--- src/rtl/run_step_ctrl_if.sv ---
// run_step_ctrl_if: tick, button, halt and CPU-advance signals of the run/step controller.
interface run_step_ctrl_if;
  logic        tick_i;
  logic        btn_run;
  logic        btn_step;
  logic        halt_i;
  logic        cpu_en;
  logic [1:0]  state_o;
  logic [15:0] count_o;
  modport master (output tick_i, btn_run, btn_step, halt_i, input cpu_en, state_o, count_o);
  modport slave (input tick_i, btn_run, btn_step, halt_i, output cpu_en, state_o, count_o);
endinterface

--- src/rtl/run_step_ctrl.sv ---
// run_step_ctrl: debounced run/step buttons gate a synchronized tick into one-cycle CPU advance pulses.
module run_step_ctrl #(
  parameter int DB_COUNT = 16
) (
  input  logic           clk_i,
  input  logic           rst,
  run_step_ctrl_if.slave bus
);
  typedef enum logic [1:0] {IDLE = 2'b00, RUN = 2'b01, STEP = 2'b10, HALTED = 2'b11} state_t;
  state_t          state_q, state_d;
  logic [2:0]      tick_s;
  logic [1:0][1:0] b_s;
  logic [1:0][7:0] cnt;
  logic [1:0]      db, db_q, arm, raw, press, live;
  logic            tick_rise, en_d;
  assign raw       = {bus.btn_step, bus.btn_run};
  assign tick_rise = tick_s[1] & ~tick_s[2];
  // arm stays low until a settled released level is seen, so a button held across reset never presses
  assign press     = db & ~db_q & arm;
  assign en_d      = tick_rise & ~bus.halt_i & (state_q == RUN || state_q == STEP);
  always_ff @(posedge clk_i) begin
    if (rst) begin
      tick_s <= '0;
      b_s    <= '0;
      cnt    <= '0;
      db     <= '0;
      db_q   <= '0;
      arm    <= '0;
      live   <= '0;
    end else begin
      tick_s <= {tick_s[1:0], bus.tick_i};
      live   <= {live[0], 1'b1};
      db_q   <= db;
      for (int i = 0; i < 2; i++) begin
        b_s[i] <= {b_s[i][0], raw[i]};
        cnt[i] <= (b_s[i][1] != db[i] && cnt[i] != 8'(DB_COUNT - 1)) ? cnt[i] + 8'd1 : 8'd0;
        if (b_s[i][1] != db[i] && cnt[i] == 8'(DB_COUNT - 1)) db[i] <= ~db[i];
        if (live[1] && !b_s[i][1] && !db[i]) arm[i] <= 1'b1;
      end
    end
  end
  always_comb begin
    state_d = state_q;
    if (bus.halt_i) state_d = HALTED;
    else if (state_q == IDLE) state_d = press[0] ? RUN : press[1] ? STEP : IDLE;
    else if (state_q == RUN && press[0]) state_d = IDLE;
    else if (state_q == STEP && tick_rise) state_d = IDLE;
  end
  always_ff @(posedge clk_i) begin
    if (rst) begin
      state_q     <= IDLE;
      bus.cpu_en  <= 1'b0;
      bus.count_o <= '0;
    end else begin
      state_q    <= state_d;
      bus.cpu_en <= en_d;
      if (en_d) bus.count_o <= bus.count_o + 16'd1;
    end
  end
  assign bus.state_o = state_q;
endmodule

--- src/flat_wrapper.sv ---
// flat-port wrapper written by rule: the top's interface ports become plain ports
module run_step_ctrl_flat 
#(
  parameter int DB_COUNT = 16
)
  (clk_i, rst, bus_tick_i, bus_btn_run, bus_btn_step, bus_halt_i, bus_cpu_en, bus_state_o, bus_count_o);
  run_step_ctrl_if bus_i ();
  input  logic clk_i;
  input  logic rst;
  input wire logic [$bits(bus_i.tick_i)-1:0] bus_tick_i;
  input wire logic [$bits(bus_i.btn_run)-1:0] bus_btn_run;
  input wire logic [$bits(bus_i.btn_step)-1:0] bus_btn_step;
  input wire logic [$bits(bus_i.halt_i)-1:0] bus_halt_i;
  output wire logic [$bits(bus_i.cpu_en)-1:0] bus_cpu_en;
  output wire logic [$bits(bus_i.state_o)-1:0] bus_state_o;
  output wire logic [$bits(bus_i.count_o)-1:0] bus_count_o;
  assign bus_i.tick_i = bus_tick_i;
  assign bus_i.btn_run = bus_btn_run;
  assign bus_i.btn_step = bus_btn_step;
  assign bus_i.halt_i = bus_halt_i;
  assign bus_cpu_en = bus_i.cpu_en;
  assign bus_state_o = bus_i.state_o;
  assign bus_count_o = bus_i.count_o;
  run_step_ctrl #(.DB_COUNT(DB_COUNT)) u_core (.clk_i(clk_i), .rst(rst), .bus(bus_i));
endmodule
--- config.mk ---
export PLATFORM = sky130hd
export DESIGN_NAME = run_step_ctrl_flat
export DESIGN_NICKNAME = d
export VERILOG_FILES = /design/src/rtl/run_step_ctrl_if.sv /design/src/rtl/run_step_ctrl.sv /design/src/flat_wrapper.sv
export SDC_FILE = /design/constraint.sdc
export NUM_CORES = 1
export LEC_CHECK = 0
export ABC_AREA = 1
export CAP_MARGIN = 20
export CORE_MARGIN = 2
export CORE_UTILIZATION = 59
export DETAILED_ROUTE_END_ITERATION = 7
export MAX_ROUTING_LAYER = met4
export PLACE_DENSITY = 0.88
export SYNTH_ARGS = -nofsm -noshare
export SYNTH_HDL_FRONTEND = slang
export SYNTH_SLANG_ARGS = --single-unit
--- constraint.sdc ---
create_clock -name clk_i -period 2.23 [get_ports clk_i]
set_input_delay 0.223 -clock clk_i [delete_from_list [all_inputs] [get_ports clk_i]]
set_output_delay 0.223 -clock clk_i [all_outputs]
set_load 0.05 [all_outputs]
==> results.yml <==
status:
  status: "finished clean"
sta:
  rsz0062_at_grt: "no"
  min_period_ps: 1840
  fin_crit_sh: 0.825
  relSlewSlack: 0.584
  whs_ps: 404
  fmax_mhz: 544
  tightest_slew_ps: 624
  drv_slew: 0
  setup_tns_ps: 0
  skew_ps: 5.88
  finalSetupViolations: 0
  hold_viol: 0
layout:
  nFillCells: 283
  fin_nets: 330
  synthToLayoutAreaGrowth_pct: 17.3
  fin_area_mm2: 0.00261
  drive_above_1_share: 0.110
  antenna_cells: 0
  final_cell_count_no_fill: 367
  area.sequential_mm2: 0.00100
  multi_input_area_mm2: 0.00103
clock_network:
  path_clk_slew_ps: 90
  cts_setup_buffers: 0
  cts-root-buf: "clkbuf_8"
  ctsResizeCount: 0
  ctsHoldBuffers: 0
  clock_latency_ps: 300
  h-tree-depth: 2
  clk_path_buf_depth: 2
  numCtsBuffers: 5
  cts_tree: "done"
  clock-sinks: 50
power:
  clkPwrFrac: 0.351
  switching_share: 0.241
  internal_power_uw: 1200
  combPwrFrac: 0.066
  ir_drop_uv: 373
  p_leak_uw: 0.00106
  netSwitchingPower_uw: 379
  cellPowerDensity_mw_per_mm2: 604
  p_seq_frac: 0.582
setup_path:
  crit_chain: "clkdlybuf4s50_1"
  critical_path.max_fanout: 6
  critPathKind: "flip-flop to output port"
  end_kind: "output port"
  start_kind: "flip-flop"
  crit_slowest_cell: "clkdlybuf4s50_1"
  critPathArrivalTime_ps: 1620
  path_buf_inv: 1
  critPathTopFamily: "buffers and inverters"
  cp.required_ps: 2010
  max_stage_delay_ps: 850
route:
  drtIter0Drc: 117
  vias: 1876
  wl_per_cell_um: 11.5
  drt-total-wl_um: 4210
  via_per_inst: 5.11
  drtPass1Iterations: 4
  drtAntennaViolNets: 0
  drc: 0
placed_design:
  place_area_mm2: 0.00251
  place.gp.congestion: 0.881
  io_buffers: 24
  dp_hpwl_um: 3040
  placed_cells: 359
synth:
  postSynthCellCount: 290
  synth-main-ff-cell: "dfxtp_1"
  synth_top_area_cell: "dfxtp_1"
  netlist_area_mm2: 0.00222
  ys_ff_latch: 50
  netlist_top_cells_count: "nor2_1, dfxtp_1, inv_1, nand2_1, a21oi_1"
  postSynth.asyncResetShare: 0
  synth_nets: 302
  ys_top_cells_by_area: "dfxtp_1, nor2_1, inv_1, nand2_1, a21oi_1"
  synth.most_common_cell: "nor2_1"
  synth_seq_area_share: 0.450
  synth-edff-count: 0
  syn_area_per_cell_um2: 7.67
  yosys_warnings: 0
  synth_top_area_share: 0.450
  yosysUniqueCellTypes: 29
global_routing:
  grt_max_degree: 21
  track_usage: 0.226
  grt_first_pass_wirelength_um: 7310
  grt_pass1_vias: 1775
  antenna_found_initial: 0
  grt.overflow.total: 0
floorplanning:
  dieWidth_um: 65.4
  initial_core_util: 0.612
  ios: 25
  dieArea_mm2: 0.00428
  coreArea_mm2: 0.00363
  rows: 22
  die_y_um: 65.4
job:
  maxCapViolCount: 0
min_path:
  holdCritPathClass: "flip-flop to flip-flop"
cell type report:
cell class / instances / area share
multi-input cells: 189 / 0.394
flip-flops and latches: 50 / 0.384
repair buffers: 25 / 0.0950
inverters: 47 / 0.0677
clock buffers: 6 / 0.0317
well taps: 48 / 0.0230
clock inverters: 2 / 0.00480
placed cells by master, fill, tap and decap left out, drive strengths merged:
| cell type | n |
|---|---|
| a31oi | 2 |
| clkbuf | 6 |
| nor2 | 70 |
| dfxtp | 50 |
| a211oi | 1 |
| clkdlybuf4s50 | 24 |
| xor2 | 3 |
| inv | 47 |
| ha | 6 |
| a21oi | 16 |
| buf | 1 |
| nor3b | 5 |
| nand3 | 16 |
| nand2 | 44 |
| clkinvlp | 1 |
| nor3 | 5 |
| xnor2 | 1 |
| o21ai | 11 |
| clkinv | 1 |
| nand4 | 8 |
| nand3b | 1 |
power groups by stage:
stage / clock network, uW / registers [uW] / logic (uW)
2_1_floorplan: 0 / 951 / 60.2
5_1_grt: 594 / 919 / 115
3_3_place_gp: 0 / 937 / 101
3_5_place_dp: 0 / 938 / 104
4_1_cts: 560 / 917 / 105
6_report: 553 / 917 / 105
logic make-up after synthesis:
logic type      share of synthesized area
simple gates                        0.343
buf+inv                            0.0878
flops                               0.450
compound gates                     0.0698
fa+ha+maj                          0.0338
xor+xnor                           0.0158
metal layers:
metal | global-route usage | part of all wire
met3 | 0.0582 | 0.047
met5 | - | 0
met4 | 0.0703 | 0.012
met2 | 0.408 | 0.50
met1 | 0.243 | 0.44
sequential cells by signal, indices dropped and copies added, names as in the netlist:
signal,flops
u_core.db,2
u_core.bus.cpu_en,1
u_core.cnt,16
u_core.db_q,2
u_core.bus.state_o,2
u_core.b_s,4
u_core.live,2
u_core.tick_s,3
u_core.bus.count_o,16
u_core.arm,2
stage by stage:
step	setup WS, ps	util	total power [uW]
final	390	0.718	1570
after global routing	358	0.718	1630
after CTS	394	0.718	1580
after detailed placement	652	0.691	1040
after global placement	680	0.691	1040
after floorplan	381	-	1010
final timing paths:
path                             to  depth (start not counted)                   from  slack, ps
max                  bus_count_o[6]                          1  u_core.bus.count_o[6]        390
min                   u_core.b_s[1]                          2          u_core.b_s[0]        400
max reg2reg  u_core.bus.count_o[12]                          9  u_core.bus.state_o[0]        630
min reg2reg           u_core.b_s[1]                          2          u_core.b_s[0]        400
Power figures use the tool's default switching activity.
